[src/rtl/ret_addr_stack_pkg.sv]
// Shared MIPS pipeline constants for the return-address stack.
// The overflow policy is selected by the RAS_OVERFLOW_WRAP_EN macro in ret_addr_stack.
package mips_defs;

    localparam int          RAS_DEPTH_DEFAULT = 8;
    localparam logic [31:0] LINK_OFFSET       = 32'd8;
    localparam logic [4:0]  REG_RA            = 5'd31;

    // Return target of a call: skip the call and its delay slot.
    function automatic logic [31:0] link_addr(input logic [31:0] call_pc);
        return call_pc + LINK_OFFSET;
    endfunction

endpackage

[src/rtl/ret_addr_stack_if.sv]
// ID/EX-side signal bundle of the return-address stack.
// The pipeline owns the master modport; the stack itself uses the slave modport.
interface ret_addr_stack_if
    import mips_defs::*;
#(
    parameter int DEPTH = RAS_DEPTH_DEFAULT,
    parameter int AW    = $clog2(DEPTH)
);

    logic          Stall;
    logic          Push;
    logic [31:0]   Push_pc;
    logic          Pop;
    logic [31:0]   Pred_pc;
    logic          Pred_valid;
    logic          Resolve;
    logic [31:0]   Resolve_pc;
    logic [31:0]   Resolve_pred;
    logic          Mispredict;
    logic [AW:0]   Count;

    modport master (
        output Stall, Push, Push_pc, Pop, Resolve, Resolve_pc, Resolve_pred,
        input  Pred_pc, Pred_valid, Mispredict, Count
    );

    modport slave (
        input  Stall, Push, Push_pc, Pop, Resolve, Resolve_pc, Resolve_pred,
        output Pred_pc, Pred_valid, Mispredict, Count
    );

endinterface

[src/rtl/ret_addr_stack_mem.sv]
// Storage array of the return-address stack: one write port, one
// asynchronous read port, and an asynchronous clear of every entry.
module ras_mem
    import mips_defs::*;
#(
    parameter int DEPTH  = RAS_DEPTH_DEFAULT,
    parameter int AW     = $clog2(DEPTH),
    parameter int DATA_W = 32
) (
    input  logic              clk,
    input  logic              reset_n,
    input  logic              we,
    input  logic [AW-1:0]     waddr,
    input  logic [DATA_W-1:0] wdata,
    input  logic [AW-1:0]     raddr,
    output logic [DATA_W-1:0] rdata
);

    logic [DATA_W-1:0] mem [DEPTH];

    always_ff @(posedge clk or negedge reset_n) begin
        if (!reset_n) begin
            for (int i = 0; i < DEPTH; i++) begin
                mem[i] <= '0;
            end
        end else if (we) begin
            mem[waddr] <= wdata;
        end
    end

    assign rdata = mem[raddr];

endmodule

[src/rtl/ret_addr_stack.sv]
// Return-address stack predicting `jr $31` targets in ID, with EX-side mispredict flag.
// RAS_OVERFLOW_WRAP_EN: when defined, a push on a full stack overwrites the oldest entry.
module ret_addr_stack
    import mips_defs::*;
#(
    parameter int DEPTH = RAS_DEPTH_DEFAULT,
    parameter int AW    = $clog2(DEPTH)
) (
    input  logic              clk,
    input  logic              reset_n,
    ret_addr_stack_if.slave   bus
);

    localparam logic [AW:0]   FULL_COUNT = (AW+1)'(DEPTH);
    localparam logic [AW-1:0] PTR_ONE    = AW'(1);
    localparam logic [AW:0]   CNT_ONE    = (AW+1)'(1);

    if (DEPTH < 2 || (DEPTH & (DEPTH - 1)) != 0) begin : g_bad_depth
        $error("ret_addr_stack: DEPTH must be a power of two and at least 2");
    end

    logic [AW-1:0] top_q, top_d;
    logic [AW:0]   count_q, count_d;
    logic          mispredict_p1;

    logic          empty, full;
    logic          push_en, pop_en;
    logic          mem_we;
    logic [AW-1:0] mem_waddr;
    logic [31:0]   mem_wdata;
    logic [31:0]   top_entry;

    assign empty     = (count_q == '0);
    assign full      = (count_q == FULL_COUNT);
    assign mem_wdata = link_addr(bus.Push_pc);

    // Pointer / count next-state; a pop on an empty stack is simply ignored.
    always_comb begin
        push_en   = bus.Push & ~bus.Stall;
        pop_en    = bus.Pop & ~bus.Stall & ~empty;
        top_d     = top_q;
        count_d   = count_q;
        mem_we    = 1'b0;
        mem_waddr = top_q;

        if (push_en && pop_en) begin
            // Call that also returns: retarget the current top in place.
            mem_we = 1'b1;
        end else if (push_en) begin
            if (!full) begin
                top_d     = top_q + PTR_ONE;
                count_d   = count_q + CNT_ONE;
                mem_we    = 1'b1;
                mem_waddr = top_q + PTR_ONE;
            end
`ifdef RAS_OVERFLOW_WRAP_EN
            else begin
                top_d     = top_q + PTR_ONE;
                mem_we    = 1'b1;
                mem_waddr = top_q + PTR_ONE;
            end
`endif
        end else if (pop_en) begin
            top_d   = top_q - PTR_ONE;
            count_d = count_q - CNT_ONE;
        end
    end

    always_ff @(posedge clk or negedge reset_n) begin
        if (!reset_n) begin
            top_q   <= '0;
            count_q <= '0;
        end else begin
            top_q   <= top_d;
            count_q <= count_d;
        end
    end

    ras_mem #(
        .DEPTH  (DEPTH),
        .AW     (AW),
        .DATA_W (32)
    ) u_mem (
        .clk     (clk),
        .reset_n (reset_n),
        .we      (mem_we),
        .waddr   (mem_waddr),
        .wdata   (mem_wdata),
        .raddr   (top_q),
        .rdata   (top_entry)
    );

    // EX stage: compare the carried prediction against the real $31.
    always_ff @(posedge clk or negedge reset_n) begin
        if (!reset_n) begin
            mispredict_p1 <= 1'b0;
        end else begin
            mispredict_p1 <= bus.Resolve && (bus.Resolve_pc != bus.Resolve_pred);
        end
    end

    // Stale entries survive pops, so the prediction is masked when empty.
    assign bus.Pred_pc    = empty ? 32'h0 : top_entry;
    assign bus.Pred_valid = ~empty;
    assign bus.Mispredict = mispredict_p1;
    assign bus.Count      = count_q;

endmodule

[src/flat_wrapper.sv]
// flat-port wrapper written by rule: the top's interface ports become plain ports
module ret_addr_stack_flat import mips_defs::*;
#(
    parameter int DEPTH = RAS_DEPTH_DEFAULT,
    parameter int AW    = $clog2(DEPTH)
)
  (clk, reset_n, bus_Stall, bus_Push, bus_Push_pc, bus_Pop, bus_Resolve, bus_Resolve_pc, bus_Resolve_pred, bus_Pred_pc, bus_Pred_valid, bus_Mispredict, bus_Count);
  ret_addr_stack_if #(.DEPTH(DEPTH), .AW(AW)) bus_i ();
  input  logic clk;
  input  logic reset_n;
  input wire logic [$bits(bus_i.Stall)-1:0] bus_Stall;
  input wire logic [$bits(bus_i.Push)-1:0] bus_Push;
  input wire logic [$bits(bus_i.Push_pc)-1:0] bus_Push_pc;
  input wire logic [$bits(bus_i.Pop)-1:0] bus_Pop;
  input wire logic [$bits(bus_i.Resolve)-1:0] bus_Resolve;
  input wire logic [$bits(bus_i.Resolve_pc)-1:0] bus_Resolve_pc;
  input wire logic [$bits(bus_i.Resolve_pred)-1:0] bus_Resolve_pred;
  output wire logic [$bits(bus_i.Pred_pc)-1:0] bus_Pred_pc;
  output wire logic [$bits(bus_i.Pred_valid)-1:0] bus_Pred_valid;
  output wire logic [$bits(bus_i.Mispredict)-1:0] bus_Mispredict;
  output wire logic [$bits(bus_i.Count)-1:0] bus_Count;
  assign bus_i.Stall = bus_Stall;
  assign bus_i.Push = bus_Push;
  assign bus_i.Push_pc = bus_Push_pc;
  assign bus_i.Pop = bus_Pop;
  assign bus_i.Resolve = bus_Resolve;
  assign bus_i.Resolve_pc = bus_Resolve_pc;
  assign bus_i.Resolve_pred = bus_Resolve_pred;
  assign bus_Pred_pc = bus_i.Pred_pc;
  assign bus_Pred_valid = bus_i.Pred_valid;
  assign bus_Mispredict = bus_i.Mispredict;
  assign bus_Count = bus_i.Count;
  ret_addr_stack #(.DEPTH(DEPTH), .AW(AW)) u_core (.clk(clk), .reset_n(reset_n), .bus(bus_i));
endmodule
[config.mk]
export PLATFORM = sky130hd
export DESIGN_NAME = ret_addr_stack_flat
export DESIGN_NICKNAME = d
export VERILOG_FILES = /design/src/rtl/ret_addr_stack_pkg.sv /design/src/rtl/ret_addr_stack_if.sv /design/src/rtl/ret_addr_stack_mem.sv /design/src/rtl/ret_addr_stack.sv /design/src/flat_wrapper.sv
export SDC_FILE = /design/constraint.sdc
export NUM_CORES = 1
export LEC_CHECK = 0
export BUFFER_PORTS_ARGS = -buffer_cell sky130_fd_sc_hd__clkbuf_2
export CORE_ASPECT_RATIO = 0.7
export CORE_MARGIN = 4
export CORE_UTILIZATION = 43
export DETAILED_ROUTE_END_ITERATION = 7
export HOLD_SLACK_MARGIN = 0.06
export PLACE_DENSITY = 0.6
export SYNTH_ARGS = -nofsm -noshare
export SYNTH_HDL_FRONTEND = slang
export SYNTH_SLANG_ARGS = --single-unit
[constraint.sdc]
create_clock -name clk -period 3.95 [get_ports clk]
set_clock_uncertainty 0.15 [all_clocks]
set_input_delay 0.5925 -clock clk [delete_from_list [all_inputs] [get_ports clk]]
set_output_delay 0.5925 -clock clk [all_outputs]
set_load 0.05 [all_outputs]
[Word-level counts from Yosys, hierarchy flattened]
Index checks and enable logic that the tools add are counted.
Storage, ports and cells
  logic and storage cells: 55
  register bits after elaboration: 264
Operators by class
  muxes and demuxes: 18
  bitwise logic cells: 8
  equality and inequality tests: 3
  add/subtract/negate cells: 5
  magnitude comparators: 3
  reduce and logical (&&, ||, !) cells: 7
Operators with widths (number)
  $bwmux 256: 1
  $mux 32: 4
  $bmux 32 s3: 1
  $demux 32 s3: 1
  $add 32x4->32 const B: 1
  $ne 32x32->1: 1
  $mux 3: 5
  $mux 4: 3
  $ge 4x4->1 const B: 2
  $not 3->4: 2
  $add 4x1->4 const B: 1
  $eq 4x4->1 const B: 1
  $logic_not 4->1: 1
  $lt 4x1->1 const B: 1
  $sub 4x1->4 const B: 1
  $add 3x1->3 const B: 1
  $and 1x1->1: 3
  $logic_and 1x1->1: 3
  $mux 1: 3
  $not 1->1: 3
  $reduce_and 3->1: 1
  $sub 3x1->3 const B: 1
  $ne 2x2->1 const B: 1
  $reduce_and 2->1: 1
  $reduce_bool 2->1: 1

[Longest topological paths before layout]
Gate-level depths: netlist of the first run.
  word-level depth: 11
  gate-level depth with buffers: 13
  mapped depth without buffers: 10

[Cells and area by module]
A second synthesis of the first run with hierarchy kept.
Second synthesis, totals
  cells, all modules: 884
  area total of the unflattened synthesis: 13362.8 sq um
Modules (own cells, without submodules)
  ras_mem: seq. area each 6406.1 sq um, times used 1, cells an instance 665, area an instance 11639.9 sq um
  ret_addr_stack: seq. area each 200.2 sq um, times used 1, cells an instance 219, area an instance 1722.9 sq um

[Least setup slack after synthesis of the first run]
No wires, ideal clock.
  path type: register to register
  start: reg u_core.count_q[0] (netlist: u_core.bus.Count[0])
  end: reg u_core.u_mem.mem[225] (netlist bit)
  path slack: -0.170 ns
  path buffers: 2
  data arrival time: 3.845 ns
  stages on the path, launching flop included: 12
  cells stage by stage: dfrtp_1 -> nor4_1 -> inv_1 -> nand3b_1 -> inv_1 -> ha_1 -> or3b_1 -> clkbuf_1 -> or4_4 -> a21oi_2 -> buf_4 -> mux2_2
Between the ends
  longest elaborated chain between the ends: 11
  elaborated cells on any way between the ends: 18
  classes of those cells: order compare: 2; eq/ne: 1; mux: 9; bitwise: 3; reduce/logical: 3
Ends and longest elaborated chain
  start, declared: RTL line ret_addr_stack.sv:23  | logic [AW:0] count_q, count_d;
  start signal, assigned: RTL line ret_addr_stack.sv:75  | count_q <= count_d;
  $logic_not 4->1 (*): RTL line ret_addr_stack.sv:33  | assign empty = (count_q == '0);
  $not 1->1 (*)
  named net bus_Pred_valid: RTL line flat_wrapper.sv:19  | output wire logic [$bits(bus_i.Pred_valid)-1:0] bus_Pred_valid;
  $and 1x1->1 (*): RTL line ret_addr_stack.sv:40  | pop_en = bus.Pop & ~bus.Stall & ~empty;
  $logic_and 1x1->1 (*): RTL line ret_addr_stack.sv:46  | if (push_en && pop_en) begin
  $mux 3: RTL line ret_addr_stack.sv:46
  $not 3->4 (implied by the code): RTL line ret_addr_stack_mem.sv:27  | mem[waddr] <= wdata;
  $ge 4x4->1 (implied by the code) / $lt 4x1->1 (equally long branches): RTL line ret_addr_stack_mem.sv:27
  $logic_and 1x1->1 (implied by the code): RTL line ret_addr_stack_mem.sv:27
  $mux 32 (implied by the code): RTL line ret_addr_stack_mem.sv:27
  $demux 32 s3: RTL line ret_addr_stack_mem.sv:27
  $bwmux 256: RTL line ret_addr_stack_mem.sv:27
  end signal, assigned by index: RTL line ret_addr_stack_mem.sv:27
  end, declared: RTL line ret_addr_stack_mem.sv:19  | logic [DATA_W-1:0] mem [DEPTH];
The timed path passes the listed nets; every way through them passes the cells marked *.
A chain may end at the register's enable or synchronous reset.

[Worst setup path after layout of the first run]
  start: reg u_core.top_q[0]
  end: out bus_Pred_pc[10]
Between the ends
  longest elaborated chain between the ends: 5
Ends and longest elaborated chain
  start, declared: RTL line ret_addr_stack.sv:22  | logic [AW-1:0] top_q, top_d;
  start signal, assigned: RTL line ret_addr_stack.sv:74  | top_q <= top_d;
  $not 3->4 (implied by the code): RTL line ret_addr_stack_mem.sv:31  | assign rdata = mem[raddr];
  $bmux 32 s3: RTL line ret_addr_stack_mem.sv:31
  $mux 32 (implied by the code) (2 in a row): RTL line ret_addr_stack_mem.sv:31
  $mux 32: RTL line ret_addr_stack.sv:103  | assign bus.Pred_pc = empty ? 32'h0 : top_entry;
  end, declared: RTL line flat_wrapper.sv:18  | output wire logic [$bits(bus_i.Pred_pc)-1:0] bus_Pred_pc;
No other way between the ends. The select of a mux whose other input is x is not followed.

==> flow_summary.html, run 1 <==
<table>
<tr><th>Metric</th><th>Value</th></tr>
<tr><th colspan="2">Placed design</th></tr>
<tr><td>Post-DP Area</td><td>13700 um^2</td></tr>
<tr><td>Port Buffer Count</td><td>139</td></tr>
<tr><td>DPL Wire Length</td><td>20.6 mm</td></tr>
<tr><td>Gpl congestion</td><td>0.753</td></tr>
<tr><th colspan="2">Worst hold path</th></tr>
<tr><td>HP Start</td><td>bus_Resolve</td></tr>
<tr><td>Hold Path Cell Cnt</td><td>2</td></tr>
<tr><td>Terminating pin of the worst hold path</td><td>u_core.bus.Mispredict</td></tr>
<tr><td>Worst min-delay path class</td><td>input port to flip-flop</td></tr>
<tr><th colspan="2">GRT</th></tr>
<tr><td>Overall overflow remaining after global route</td><td>0</td></tr>
<tr><td>GRT Resource Usage Total</td><td>20.2%</td></tr>
<tr><td>Met1 layer usage reported by global route</td><td>31.7%</td></tr>
<tr><td>Met2 Track Usage GR</td><td>30.8%</td></tr>
<tr><td>M3 GR Usage</td><td>2.96%</td></tr>
<tr><td>Busiest layer in global routing</td><td>met1</td></tr>
<tr><td>Vias in the first global route</td><td>9081</td></tr>
<tr><td>Pin count of the biggest net entering global routing</td><td>100</td></tr>
<tr><td>Number of antenna violations at the first check in global routing</td><td>0</td></tr>
<tr><td>Global-route wire length before repair</td><td>51.6 mm</td></tr>
<tr><th colspan="2">Route</th></tr>
<tr><td>TritonRoute pass-1 iters</td><td>5</td></tr>
<tr><td>Total number of vias</td><td>9064</td></tr>
<tr><td>DRT antenna net count</td><td>0</td></tr>
<tr><td>Iteration-0 DRC Markers</td><td>666</td></tr>
<tr><td>DR WL/cell</td><td>18.9 um</td></tr>
<tr><td>Routed vias/inst</td><td>5.40</td></tr>
<tr><td>Total wire length</td><td>31.8 mm</td></tr>
<tr><td># DRC</td><td>0</td></tr>
<tr><th colspan="2">STA</th></tr>
<tr><td>Actual transition at the worst max-transition pin</td><td>880 ps</td></tr>
<tr><td>Final Hold Violating Endpoints</td><td>0</td></tr>
<tr><td>Relative slew slack</td><td>40.9%</td></tr>
<tr><td>Min cycle time layout</td><td>3570 ps</td></tr>
<tr><td>Fin. max-slew vios</td><td>0</td></tr>
<tr><td>Setup repair after global routing missed its margin</td><td>false</td></tr>
<tr><td>Top achievable clock speed</td><td>280 MHz</td></tr>
<tr><td>Total negative slack for setup checks</td><td>0 ps</td></tr>
<tr><td>Share of the clock period used by the worst path</td><td>90.5%</td></tr>
<tr><td>Total setup violations reported at the end of the flow</td><td>0</td></tr>
<tr><th colspan="2">Power and ir drop</th></tr>
<tr><td>IR Drop Worst-Case VDD</td><td>387 uV</td></tr>
<tr><td>Overall power</td><td>14.1 mW</td></tr>
<tr><td>Power density cells</td><td>958 nW/um^2</td></tr>
<tr><td>Leakage dissipation</td><td>6.34 nW</td></tr>
<tr><th colspan="2">Logic synthesis</th></tr>
<tr><td>Cell count after synthesis</td><td>1174</td></tr>
<tr><td>Mean instance size in the synthesized netlist</td><td>10.7 um^2</td></tr>
<tr><td>Top cells by area in the synthesized netlist</td><td>sky130_fd_sc_hd__dfrtp_1 53%, sky130_fd_sc_hd__mux4_2 12%, sky130_fd_sc_hd__a21oi_1 6.9%</td></tr>
<tr><td>Commonest register cell after synthesis</td><td>sky130_fd_sc_hd__dfrtp_1</td></tr>
<tr><td>Distinct cell type count after synthesis</td><td>50</td></tr>
<tr><td>Post-synthesis sequential element count</td><td>264</td></tr>
<tr><td>Post-synth top area share</td><td>52.7%</td></tr>
<tr><td>Syn Nets</td><td>1284</td></tr>
<tr><td>Biggest area consumer among synthesized cells</td><td>sky130_fd_sc_hd__dfrtp_1</td></tr>
<tr><td>Fraction of registers with async set/reset</td><td>100%</td></tr>
<tr><td>Number of enable flip-flop cells after synthesis</td><td>0</td></tr>
<tr><td>Sequential element share of the synthesized area</td><td>52.7%</td></tr>
<tr><td>Netlist area before placement</td><td>12500 um^2</td></tr>
<tr><td>Yosys Warn Count</td><td>0</td></tr>
<tr><th colspan="2">Clocking</th></tr>
<tr><td>TritonCTS buffer count</td><td>26</td></tr>
<tr><td>CTS Sinks</td><td>264</td></tr>
<tr><td>Number of buffers on the longest clock path</td><td>3</td></tr>
<tr><td>Maximum level of the CTS H-tree</td><td>1</td></tr>
<tr><td>Register clock-pin slew on the reported worst setup and hold paths</td><td>60 ps</td></tr>
<tr><td>Clk_lat worst skew</td><td>520 ps</td></tr>
<tr><td>Clock Root Buffer</td><td>sky130_fd_sc_hd__clkbuf_16</td></tr>
<tr><td>Number of buffers inserted by post-CTS setup repair</td><td>0</td></tr>
<tr><td>CTS tree</td><td>built</td></tr>
<tr><th colspan="2">Setup path</th></tr>
<tr><td>Start point of the critical path</td><td>u_core.top_q[0]</td></tr>
<tr><td>Reg2Reg Launch Point</td><td>u_core.bus.Count[0]</td></tr>
<tr><td>Setup slack on the worst flop-to-flop path</td><td>420 ps</td></tr>
<tr><td>Slowest-stage cell, CP</td><td>sky130_fd_sc_hd__dfrtp_4</td></tr>
<tr><td>Required @ worst endpoint</td><td>3210 ps</td></tr>
<tr><td>Critical path startpoint category</td><td>flip-flop</td></tr>
<tr><td>Critical Path AT</td><td>2830 ps</td></tr>
<tr><td>Critical path endpoint category</td><td>output port</td></tr>
<tr><td>Worst path cell trace</td><td>buf_4 -&gt; mux4_2 -&gt; nand2_1 -&gt; a21oi_1 -&gt; clkbuf_2</td></tr>
<tr><td>Buffering stage count on the worst path with inverters included</td><td>2</td></tr>
<tr><td>Critical path fanouts, max</td><td>28</td></tr>
<tr><td>Largest stage delay on the critical path</td><td>750 ps</td></tr>
<tr><td>Worst reg2reg path endpoint</td><td>u_core.u_mem.mem[254]</td></tr>
<tr><td>Number of cell instances on the worst register-to-register path</td><td>11</td></tr>
<tr><td>Critical setup path kind</td><td>flip-flop to output port</td></tr>
<tr><td>Kind of cell with the highest combined delay on the critical path</td><td>buffers and inverters</td></tr>
<tr><th colspan="2">Final layout</th></tr>
<tr><td>Share of layout cells above drive strength 1</td><td>24.8%</td></tr>
<tr><td>Post-route cell area</td><td>14700 um^2</td></tr>
<tr><td>Core utilization of the finished layout</td><td>52.0%</td></tr>
<tr><td>Most common cell after layout, fill and taps aside</td><td>sky130_fd_sc_hd__dfrtp_1</td></tr>
<tr><td>N_diodes</td><td>0</td></tr>
<tr><td>Most used cells in the layout excluding fill and tap cells</td><td>261 x sky130_fd_sc_hd__dfrtp_1, 172 x sky130_fd_sc_hd__a21oi_1, 163 x sky130_fd_sc_hd__nand2_1</td></tr>
<tr><td>Number of nets at the end of the flow</td><td>1398</td></tr>
<tr><td>Area added between synthesis and finish</td><td>17.3%</td></tr>
<tr><th colspan="2">Floorplanning</th></tr>
<tr><td>Core box area</td><td>28300 um^2</td></tr>
<tr><td>FP Rows</td><td>51</td></tr>
<tr><td>Number of primary I/O pins</td><td>140</td></tr>
<tr><td>Initial standard-cell utilization of the core</td><td>44.3%</td></tr>
<tr><td>Overall die area</td><td>32000 um^2</td></tr>
<tr><td>Chip height</td><td>151 um</td></tr>
<tr><td>Die Width</td><td>212 um</td></tr>
<tr><th colspan="2">Job</th></tr>
<tr><td># Max-Cap Violations</td><td>0</td></tr>
<tr><th colspan="2">Run status</th></tr>
<tr><td>Result of the run</td><td>finished clean</td></tr>
</table>
## worst reg2reg max path, cell delays in order, from the launching register on
cell and delay [ps]:
sky130_fd_sc_hd__dfrtp_1 500, sky130_fd_sc_hd__nor4_4 300, sky130_fd_sc_hd__inv_1 80, sky130_fd_sc_hd__nand3b_1 120, sky130_fd_sc_hd__inv_1 50, sky130_fd_sc_hd__ha_1 230
sky130_fd_sc_hd__or3b_1 470, sky130_fd_sc_hd__or4_4 560, sky130_fd_sc_hd__a21oi_4 420, sky130_fd_sc_hd__buf_12 300, sky130_fd_sc_hd__nor2_1 100, sky130_fd_sc_hd__a21oi_1 160
## stage by stage
stage	hold WS (ps)	instances	setup slack (ps)
floorplan	147	1174	51.3
global placement	309	1630	559
detailed placement	319	1630	490
CTS	100	1679	311
global route	116	1679	188
finish	126	1679	375
## cell type report
class | instances | area [um^2]
fill | 2597 | 13600
sequential | 264 | 6610
multi-input combinational | 819 | 5610
timing repair buffer | 167 | 981
clock buffer | 35 | 744
tap | 371 | 464
clock inverter | 13 | 244
inverter | 10 | 37.5
## worst max path at each step
stage,slack [ps],endpoint,cells after the start
final,380,bus_Pred_pc[10],5
after global routing,190,bus_Pred_pc[10],5
after CTS,310,bus_Pred_pc[10],5
after detailed placement,490,u_core.u_mem.mem[246],11
after global placement,560,u_core.u_mem.mem[196],9
after floorplan,50,u_core.u_mem.mem[225],11
## logic make-up after synthesis
kind of cell / synth area share [%]
multiplexers: 14.8
adder cells (fa/ha/maj): 0.859
buffers and inverters: 3.03
flip-flops: 52.7
AND/OR/NAND/NOR: 12.3
AO/OA/AOI/OAI: 11.5
XOR/XNOR: 4.68
## routing by layer
metal  part of all wire [%]  vias up
met3                    4.8       34
met1                     49     4494
met5                      0        -
met2                     45      196
li1                       -     4340
met4                    1.3        0
## report_power, final
group / total (mW) / internal, mW / switching (mW) / leakage, nW
clock: 2.81 / 1.73 / 1.09 / 0.482
sequential: 4.86 / 4.04 / 0.821 / 3.13
combinational: 6.39 / 2.48 / 3.91 / 2.73
## repair_timing
item                                   CTS  global route
hold buffers                             1             0
resized for setup                        0             0
endpoints found under the hold margin   55             0
## synthesized netlist by cell type (2+ instances only)
cell,instances
sky130_fd_sc_hd__mux2_4,4
sky130_fd_sc_hd__nor3_1,2
sky130_fd_sc_hd__o21ai_1,18
sky130_fd_sc_hd__buf_2,21
sky130_fd_sc_hd__mux4_2,64
sky130_fd_sc_hd__and3_1,3
sky130_fd_sc_hd__ha_1,7
sky130_fd_sc_hd__o21ai_0,74
sky130_fd_sc_hd__and4_1,4
sky130_fd_sc_hd__a32oi_1,2
sky130_fd_sc_hd__buf_1,8
sky130_fd_sc_hd__o2bb2a_1,2
sky130_fd_sc_hd__xor2_1,16
sky130_fd_sc_hd__dfrtp_1,264
sky130_fd_sc_hd__xnor2_1,51
sky130_fd_sc_hd__clkbuf_1,50
sky130_fd_sc_hd__o211ai_1,2
sky130_fd_sc_hd__nand2_1,163
sky130_fd_sc_hd__nand3_1,12
sky130_fd_sc_hd__a21oi_1,172
sky130_fd_sc_hd__nor4_1,8
sky130_fd_sc_hd__and2_1,2
sky130_fd_sc_hd__mux2i_1,3
sky130_fd_sc_hd__inv_1,9
sky130_fd_sc_hd__nand4_1,16
sky130_fd_sc_hd__nor2_1,145
sky130_fd_sc_hd__mux2_2,29
## flip-flops by register name, summed over array words and instances, names as in the netlist
| name | flops |
|---|---|
| u_core.bus.Count | 4 |
| u_core.bus.Mispredict | 1 |
| u_core.top_q | 3 |
| u_core.u_mem.mem | 256 |
No activity file was read; power rests on OpenSTA's default activity.
==> run 2: changes to the inputs <==
- MAX_ROUTING_LAYER: unset -> met4
==> run 2 against run 1 <==
  * First-iteration DRC count grew 2.1%
  * Final area did not move
  * Combinational power barely moved
  * Global-route usage up 0.61 points
  * Core utilization stayed put
  * Register-to-register slack about the same
  * Non-clock buffer count unchanged
  * Wire length barely moved
  * Critical path type unchanged
  * Largest cell class unchanged
  * Largest power group unchanged
  * Highest routed layer unchanged
==> flow_summary.html, run 2 (synthesis gave the netlist of run 1 again) <==
<table>
<tr><th>Metric</th><th>Value</th></tr>
<tr><th colspan="2">STA</th></tr>
<tr><td>Top achievable clock speed</td><td>280 MHz (+0.27%)</td></tr>
<tr><td>Final Hold Violating Endpoints</td><td>0 (unchanged)</td></tr>
<tr><td>Total negative slack for setup checks</td><td>0 ps (unchanged)</td></tr>
<tr><td>Setup repair after global routing missed its margin</td><td>false</td></tr>
<tr><td>Share of the clock period used by the worst path</td><td>90.3% (-0.24 points)</td></tr>
<tr><td>Actual transition at the worst max-transition pin</td><td>908 ps (+28.6 ps)</td></tr>
<tr><td>Relative slew slack</td><td>39.0% (-1.9 points)</td></tr>
<tr><td>Total setup violations reported at the end of the flow</td><td>0 (unchanged)</td></tr>
<tr><td>Fin. max-slew vios</td><td>0 (unchanged)</td></tr>
<tr><td>Min cycle time layout</td><td>3570 ps (-9.52 ps)</td></tr>
<tr><th colspan="2">Clocking</th></tr>
<tr><td>Maximum level of the CTS H-tree</td><td>1 (unchanged)</td></tr>
<tr><td>Clock Root Buffer</td><td>sky130_fd_sc_hd__clkbuf_16</td></tr>
<tr><td>TritonCTS buffer count</td><td>26 (unchanged)</td></tr>
<tr><td>Post-CTS Hold Buffers</td><td>1 (unchanged)</td></tr>
<tr><td>Number of buffers inserted by post-CTS setup repair</td><td>0 (unchanged)</td></tr>
<tr><td>CTS Sinks</td><td>264 (unchanged)</td></tr>
<tr><td>Register clock-pin slew on the reported worst setup and hold paths</td><td>60 ps (about the same)</td></tr>
<tr><td>CTS tree</td><td>built</td></tr>
<tr><td>Clk_lat worst skew</td><td>520 ps (about the same)</td></tr>
<tr><td>Number of buffers on the longest clock path</td><td>3 (unchanged)</td></tr>
<tr><td>Post-cts sizing count</td><td>0 (unchanged)</td></tr>
<tr><th colspan="2">Route</th></tr>
<tr><td>DR WL/cell</td><td>18.9 um (about the same)</td></tr>
<tr><td>TritonRoute pass-1 iters</td><td>7 (+2)</td></tr>
<tr><td>Routed vias/inst</td><td>5.43 (+0.51%)</td></tr>
<tr><td># DRC</td><td>0 (unchanged)</td></tr>
<tr><td>Total wire length</td><td>31.8 mm (about the same)</td></tr>
<tr><td>DRT antenna net count</td><td>0 (unchanged)</td></tr>
<tr><td>Total number of vias</td><td>9110 (+0.51%)</td></tr>
<tr><td>Iteration-0 DRC Markers</td><td>680 (+2.1%)</td></tr>
<tr><th colspan="2">GRT</th></tr>
<tr><td>Number of antenna violations at the first check in global routing</td><td>0 (unchanged)</td></tr>
<tr><td>Global-route wire length before repair</td><td>51.6 mm (about the same)</td></tr>
<tr><td>Vias in the first global route</td><td>9075 (-0.066%)</td></tr>
<tr><td>GRT Resource Usage Total</td><td>20.8% (+0.61 points)</td></tr>
<tr><td>Overall overflow remaining after global route</td><td>0 (unchanged)</td></tr>
<tr><td>Pin count of the biggest net entering global routing</td><td>100 (unchanged)</td></tr>
<tr><th colspan="2">Setup path</th></tr>
<tr><td>Setup slack on the worst flop-to-flop path</td><td>410 ps (about the same)</td></tr>
<tr><td>Worst reg2reg path endpoint</td><td>u_core.u_mem.mem[254]</td></tr>
<tr><td>Worst setup path endpoint</td><td>bus_Pred_pc[10]</td></tr>
<tr><td>Required @ worst endpoint</td><td>3210 ps (about the same)</td></tr>
<tr><td>Critical path endpoint category</td><td>output port</td></tr>
<tr><td>Reg2Reg Launch Point</td><td>u_core.bus.Count[0]</td></tr>
<tr><td>Critical path fanouts, max</td><td>28 (unchanged)</td></tr>
<tr><td>Start point of the critical path</td><td>u_core.top_q[0]</td></tr>
<tr><td>Critical Path AT</td><td>2820 ps (about the same)</td></tr>
<tr><td>Critical path startpoint category</td><td>flip-flop</td></tr>
<tr><td>Number of cell instances on the worst register-to-register path</td><td>11 (unchanged)</td></tr>
<tr><td>Critical setup path kind</td><td>flip-flop to output port</td></tr>
<tr><th colspan="2">Final layout</th></tr>
<tr><td>Number of nets at the end of the flow</td><td>1398 (unchanged)</td></tr>
<tr><td>Number of standard cells in the layout, taps in and fillers out</td><td>1679 (unchanged)</td></tr>
<tr><td>Top register by number of flip-flops</td><td>u_core.u_mem.mem</td></tr>
<tr><td>Most common cell after layout, fill and taps aside</td><td>sky130_fd_sc_hd__dfrtp_1</td></tr>
<tr><td>N_diodes</td><td>0 (unchanged)</td></tr>
<tr><td>Area added between synthesis and finish</td><td>17.3% (unchanged)</td></tr>
<tr><td>Number of flip-flops under the largest register name</td><td>256 (unchanged)</td></tr>
<tr><td>Most used cells in the layout excluding fill and tap cells</td><td>261 x sky130_fd_sc_hd__dfrtp_1, 172 x sky130_fd_sc_hd__a21oi_1, 163 x sky130_fd_sc_hd__nand2_1</td></tr>
<tr><td>Share of layout cells above drive strength 1</td><td>24.8% (unchanged)</td></tr>
<tr><th colspan="2">Power and ir drop</th></tr>
<tr><td>IR Drop Worst-Case VDD</td><td>386 uV (-0.21%)</td></tr>
<tr><td>Power density cells</td><td>957 nW/um^2 (about the same)</td></tr>
<tr><td>Leakage dissipation</td><td>6.34 nW (unchanged)</td></tr>
<tr><td>Overall power</td><td>14.1 mW (about the same)</td></tr>
<tr><th colspan="2">Floorplanning</th></tr>
<tr><td>Core box area</td><td>28300 um^2 (unchanged)</td></tr>
<tr><td>Initial standard-cell utilization of the core</td><td>44.3% (unchanged)</td></tr>
<tr><td>Chip height</td><td>151 um (unchanged)</td></tr>
<tr><td>Number of primary I/O pins</td><td>140 (unchanged)</td></tr>
<tr><td>Die Width</td><td>212 um (unchanged)</td></tr>
<tr><td>Overall die area</td><td>32000 um^2 (unchanged)</td></tr>
<tr><td>FP Rows</td><td>51 (unchanged)</td></tr>
<tr><th colspan="2">Placed design</th></tr>
<tr><td>DPL Wire Length</td><td>20.6 mm (unchanged)</td></tr>
<tr><td>Gpl congestion</td><td>0.763 (+1.3%)</td></tr>
<tr><td>Port Buffer Count</td><td>139 (unchanged)</td></tr>
<tr><td>Cell count after placement</td><td>1630 (unchanged)</td></tr>
<tr><th colspan="2">Run status</th></tr>
<tr><td>Result of the run</td><td>finished clean</td></tr>
<tr><th colspan="2">Worst hold path</th></tr>
<tr><td>Worst min-delay path class</td><td>input port to flip-flop</td></tr>
<tr><th colspan="2">Job</th></tr>
<tr><td># Max-Cap Violations</td><td>0 (unchanged)</td></tr>
</table>
## run 2: area by class of cell
class | instances | area (um^2)
fill | 2597 | 13600
sequential | 264 | 6610
multi-input combinational | 819 | 5610
timing repair buffer | 167 | 981
clock buffer | 35 | 744
tap | 371 | 464
clock inverter | 13 | 244
inverter | 10 | 37.5
## run 2: worst min-delay path by stage
stage,from,end,slack [ps],depth (start not counted)
floorplan,reset_n,u_core.bus.Count[0],150,0
global placement,u_core.u_mem.mem[69],u_core.u_mem.mem[69],310,2
detailed placement,u_core.u_mem.mem[95],u_core.u_mem.mem[95],320,2
CTS,bus_Resolve,u_core.bus.Mispredict,100,2
global route,bus_Resolve,u_core.bus.Mispredict,120,2
finish,bus_Resolve,u_core.bus.Mispredict,130,2
## run 2: metrics by stage
step	util [%]	hold slack (ps)	instance area (um^2)	setup slack [ps]
2_1_floorplan	-	147	12500	51.3
3_3_place_gp	48.4	309	13700	559
3_5_place_dp	48.4	319	13700	490
4_1_cts	52.0	100	14700	311
5_1_grt	52.0	116	14700	189
6_report	52.0	125	14700	385
## run 2: critical path, cell delays in order, from the launching register on
cell and delay, ps:
sky130_fd_sc_hd__dfrtp_4 750, sky130_fd_sc_hd__buf_4 470, sky130_fd_sc_hd__mux4_2 560, sky130_fd_sc_hd__nand2_1 80, sky130_fd_sc_hd__a21oi_1 120, sky130_fd_sc_hd__clkbuf_2 290
## run 2: layer usage
layer	part of all wire, %	up-vias	track usage, %	wire, um
met3	5.0	37	2.69	1600
li1	-	4341	-	-
met5	0	-	-	0
met1	49	4497	31.9	15400
met4	1.4	0	2.98	441
met2	45	235	30.8	14300
## run 2: power breakdown
part	internal (mW)	switching [mW]	leakage [nW]	total, mW
registers	4.04	0.820	3.13	4.86
logic	2.48	3.90	2.73	6.39
clock network	1.72	1.09	0.482	2.81
total	8.25	5.81	6.34	14.1
==> run 3: changes to the inputs <==
- ABC_AREA: unset -> 1
- CORE_UTILIZATION: 43 -> 50
- PLACE_DENSITY: 0.6 -> 0.67
==> run 3 against run 2 <==
  * Sequential power fell by 3%
  * Maximum frequency fell by 0.91%
  * Global-route usage up 9.8 points
==> flow_summary.html, run 3 <==
<table>
<tr><th>Metric</th><th>Value</th></tr>
<tr><th colspan="2">Route</th></tr>
<tr><td>Iteration-0 DRC Markers</td><td>1623 (+140%)</td></tr>
<tr><td># DRC</td><td>0 (unchanged)</td></tr>
<tr><td>Total wire length</td><td>45.8 mm (+44%)</td></tr>
<tr><td>Total number of vias</td><td>13400 (+48%)</td></tr>
<tr><td>DR WL/cell</td><td>19.1 um (+1.2%)</td></tr>
<tr><td>TritonRoute pass-1 iters</td><td>6 (-1)</td></tr>
<tr><td>Routed vias/inst</td><td>5.62 (+3.6%)</td></tr>
<tr><td>DRT antenna net count</td><td>0 (unchanged)</td></tr>
<tr><th colspan="2">Final layout</th></tr>
<tr><td>Number of flip-flops under the largest register name</td><td>256 (unchanged)</td></tr>
<tr><td>Number of filler cells placed in the layout</td><td>2570 (-1.0%)</td></tr>
<tr><td>Top register by number of flip-flops</td><td>u_core.u_mem.mem</td></tr>
<tr><td>Share of layout cells above drive strength 1</td><td>12.6% (-12 points)</td></tr>
<tr><td>Most common cell after layout, fill and taps aside</td><td>sky130_fd_sc_hd__nand2_1</td></tr>
<tr><td>Number of nets at the end of the flow</td><td>2119 (+52%)</td></tr>
<tr><td>N_diodes</td><td>0 (unchanged)</td></tr>
<tr><td>Most used cells in the layout excluding fill and tap cells</td><td>752 x sky130_fd_sc_hd__nand2_1, 277 x sky130_fd_sc_hd__nor2_1, 262 x sky130_fd_sc_hd__dfrtp_1</td></tr>
<tr><td>Area added between synthesis and finish</td><td>13.7%</td></tr>
<tr><th colspan="2">Floorplanning</th></tr>
<tr><td>Number of primary I/O pins</td><td>140 (unchanged)</td></tr>
<tr><td>Chip height</td><td>148 um (-2.0%)</td></tr>
<tr><td>Die Width</td><td>208 um (-2.1%)</td></tr>
<tr><td>Overall die area</td><td>30700 um^2 (-4.1%)</td></tr>
<tr><td>Core box area</td><td>27100 um^2 (-4.2%)</td></tr>
<tr><td>Initial standard-cell utilization of the core</td><td>51.5% (+7.2 points)</td></tr>
<tr><td>FP Rows</td><td>50 (-2.0%)</td></tr>
<tr><th colspan="2">Setup path</th></tr>
<tr><td>Critical path fanouts, max</td><td>55 (+96%)</td></tr>
<tr><td>Critical path startpoint category</td><td>flip-flop</td></tr>
<tr><td>Reg2Reg Launch Point</td><td>u_core.bus.Count[1]</td></tr>
<tr><td>Required @ worst endpoint</td><td>3210 ps (about the same)</td></tr>
<tr><td>Setup slack on the worst flop-to-flop path</td><td>630 ps (+220 ps)</td></tr>
<tr><td>Critical path endpoint category</td><td>output port</td></tr>
<tr><td>Slowest-stage cell, CP</td><td>sky130_fd_sc_hd__dfrtp_4</td></tr>
<tr><td>Start point of the critical path</td><td>u_core.top_q[1]</td></tr>
<tr><td>Critical Path AT</td><td>2860 ps (+40 ps)</td></tr>
<tr><td>Largest stage delay on the critical path</td><td>780 ps (+30 ps)</td></tr>
<tr><td>Worst reg2reg path endpoint</td><td>u_core.u_mem.mem[67]</td></tr>
<tr><td>Number of cell instances on the worst register-to-register path</td><td>13 (+2)</td></tr>
<tr><td>Worst path cell trace</td><td>buf_12 -&gt; o21ai_0 -&gt; o21ai_0 -&gt; o21ai_0 -&gt; a31oi_1 -&gt; clkbuf_2</td></tr>
<tr><td>Crit path top cell by count</td><td>sky130_fd_sc_hd__o21ai_0</td></tr>
<tr><td>Worst setup path endpoint</td><td>bus_Pred_pc[29]</td></tr>
<tr><td>Critical setup path kind</td><td>flip-flop to output port</td></tr>
<tr><th colspan="2">Clocking</th></tr>
<tr><td>Clock Root Buffer</td><td>sky130_fd_sc_hd__clkbuf_16</td></tr>
<tr><td>Maximum level of the CTS H-tree</td><td>1 (unchanged)</td></tr>
<tr><td>CTS Sinks</td><td>264 (unchanged)</td></tr>
<tr><td>Post-cts sizing count</td><td>0 (unchanged)</td></tr>
<tr><td>Post-CTS Hold Buffers</td><td>1 (unchanged)</td></tr>
<tr><td>TritonCTS buffer count</td><td>27 (+3.8%)</td></tr>
<tr><td>Number of buffers on the longest clock path</td><td>3 (unchanged)</td></tr>
<tr><td>Clk_lat worst skew</td><td>540 ps (+20 ps)</td></tr>
<tr><td>Number of buffers inserted by post-CTS setup repair</td><td>0 (unchanged)</td></tr>
<tr><td>Register clock-pin slew on the reported worst setup and hold paths</td><td>60 ps (about the same)</td></tr>
<tr><td>CTS tree</td><td>built</td></tr>
<tr><th colspan="2">STA</th></tr>
<tr><td>Fin. max-slew vios</td><td>0 (unchanged)</td></tr>
<tr><td>Relative slew slack</td><td>31.7% (-7.3 points)</td></tr>
<tr><td>Min cycle time layout</td><td>3600 ps (+32.8 ps)</td></tr>
<tr><td>Minimum setup slack in the final design</td><td>352 ps (-32.8 ps)</td></tr>
<tr><td>Top achievable clock speed</td><td>278 MHz (-0.91%)</td></tr>
<tr><td>Actual transition at the worst max-transition pin</td><td>1020 ps (+113 ps)</td></tr>
<tr><td>Setup repair after global routing missed its margin</td><td>false</td></tr>
<tr><td>Total negative slack for setup checks</td><td>0 ps (unchanged)</td></tr>
<tr><td>Final Hold Violating Endpoints</td><td>0 (unchanged)</td></tr>
<tr><td>Share of the clock period used by the worst path</td><td>91.1% (+0.83 points)</td></tr>
<tr><td>Total setup violations reported at the end of the flow</td><td>0 (unchanged)</td></tr>
<tr><th colspan="2">GRT</th></tr>
<tr><td>Number of antenna violations at the first check in global routing</td><td>0 (unchanged)</td></tr>
<tr><td>Vias in the first global route</td><td>12900 (+42%)</td></tr>
<tr><td>Overall overflow remaining after global route</td><td>0 (unchanged)</td></tr>
<tr><td>GRT Resource Usage Total</td><td>30.7% (+9.8 points)</td></tr>
<tr><td>Pin count of the biggest net entering global routing</td><td>95 (-5.0%)</td></tr>
<tr><td>Global-route wire length before repair</td><td>73.8 mm (+43%)</td></tr>
<tr><th colspan="2">Run status</th></tr>
<tr><td>Result of the run</td><td>finished clean</td></tr>
<tr><th colspan="2">Logic synthesis</th></tr>
<tr><td>Number of enable flip-flop cells after synthesis</td><td>0 (unchanged)</td></tr>
<tr><td>Netlist area before placement</td><td>13900 um^2 (+11%)</td></tr>
<tr><td>Post-synth top area share</td><td>47.4% (-5.4 points)</td></tr>
<tr><td>Mean instance size in the synthesized netlist</td><td>7.27 um^2 (-32%)</td></tr>
<tr><td>Post-synthesis sequential element count</td><td>264 (unchanged)</td></tr>
<tr><td>Distinct cell type count after synthesis</td><td>32 (-36%)</td></tr>
<tr><td>Syn Nets</td><td>2029 (+58%)</td></tr>
<tr><td>Commonest register cell after synthesis</td><td>sky130_fd_sc_hd__dfrtp_1</td></tr>
<tr><td>Fraction of registers with async set/reset</td><td>100% (unchanged)</td></tr>
<tr><td>Sequential element share of the synthesized area</td><td>47.4% (-5.4 points)</td></tr>
<tr><td>Yosys Warn Count</td><td>0 (unchanged)</td></tr>
<tr><td>Synth top cells by count</td><td>752 x sky130_fd_sc_hd__nand2_1, 277 x sky130_fd_sc_hd__nor2_1, 264 x sky130_fd_sc_hd__dfrtp_1</td></tr>
<tr><td>Biggest area consumer among synthesized cells</td><td>sky130_fd_sc_hd__dfrtp_1</td></tr>
<tr><td>Cell count after synthesis</td><td>1919 (+63%)</td></tr>
<tr><td>Top cells by area in the synthesized netlist</td><td>sky130_fd_sc_hd__dfrtp_1 47%, sky130_fd_sc_hd__nand2_1 20%, sky130_fd_sc_hd__nor2_1 7.5%</td></tr>
<tr><td>Dominant cell by count in the synthesized netlist</td><td>sky130_fd_sc_hd__nand2_1</td></tr>
<tr><th colspan="2">Power and ir drop</th></tr>
<tr><td>Leakage dissipation</td><td>8.11 nW (+28%)</td></tr>
<tr><td>IR Drop Worst-Case VDD</td><td>635 uV (+65%)</td></tr>
<tr><td>Power density cells</td><td>890 nW/um^2 (-7.0%)</td></tr>
<tr><th colspan="2">Placed design</th></tr>
<tr><td>DPL Wire Length</td><td>28.3 mm (+37%)</td></tr>
<tr><td>Port Buffer Count</td><td>139 (unchanged)</td></tr>
<tr><td>Gpl congestion</td><td>0.931 (+22%)</td></tr>
<tr><td>Post-Place Setup Slack</td><td>645 ps (+156 ps)</td></tr>
<tr><th colspan="2">Job</th></tr>
<tr><td># Max-Cap Violations</td><td>0 (unchanged)</td></tr>
<tr><th colspan="2">Worst hold path</th></tr>
<tr><td>Worst min-delay path class</td><td>input port to flip-flop</td></tr>
</table>
[run 3: final cells by class]
type                            count  area, um^2  area share, %
Clock inverter                      8        96.3          0.608
Inverter                           28         106          0.671
Clock buffer                       39         781           4.93
Tap cell                          364         455           2.87
Multi-Input combinational cell   1507        6700           42.3
Timing Repair Buffer              181        1100           6.93
Sequential cell                   264        6610           41.7
[run 3: how the worst min path moves through the flow]
stage	from	endpoint	slack [ps]	cells after the start
2_1_floorplan	reset_n	u_core.bus.Count[0]	150	0
4_1_cts	bus_Resolve	u_core.bus.Mispredict	100	3
3_5_place_dp	u_core.u_mem.mem[217]	u_core.u_mem.mem[217]	300	2
5_1_grt	bus_Resolve	u_core.bus.Mispredict	120	3
6_report	bus_Resolve	u_core.bus.Mispredict	110	3
3_3_place_gp	u_core.u_mem.mem[217]	u_core.u_mem.mem[217]	300	2
[run 3: kinds of logic after synthesis]
| group | count (synthesis) | synth area share [%] |
|---|---|---|
| AND/OR/NAND/NOR | 1210 | 34.9 |
| flip-flops | 264 | 47.4 |
| adder cells (fa/ha/maj) | 8 | 0.772 |
| AO/OA/AOI/OAI | 240 | 9.09 |
| multiplexers | 1 | 0.0808 |
| buffers and inverters | 148 | 4.66 |
| XOR/XNOR | 48 | 3.12 |
[run 3: report_power, final]
part,internal [mW],switching [mW]
logic,1.88,4.94
registers,3.93,0.767
clock network,1.50,1.10
[run 3: metrics by stage]
stage	power [mW]	std cells	hold WS, ps	area (um^2)	util [%]
floorplan	9.46	1919	147	13900	-
global placement	11.3	2343	298	15000	55.2
detailed placement	11.5	2343	304	15000	55.2
CTS	14.1	2391	105	15800	58.5
global route	15.1	2391	119	15800	58.5
finish	14.1	2391	110	15800	58.5
[run 3: metal layers]
| layer | part of all wire, % | GRT usage [%] | up-vias |
|---|---|---|---|
| met5 | 0 | - | - |
| met3 | 11 | 6.11 | 60 |
| met4 | 1.5 | 5.75 | 0 |
| met1 | 45 | 45.1 | 6379 |
| met2 | 43 | 44.8 | 700 |
| li1 | - | - | 6299 |
[run 3: worst max-delay path: cells and delay by family, from the launching register on]
family,cells,cell delay [ps]
buffers and inverters,2,700
flip-flops,1,780
AO/OA/AOI/OAI,4,790
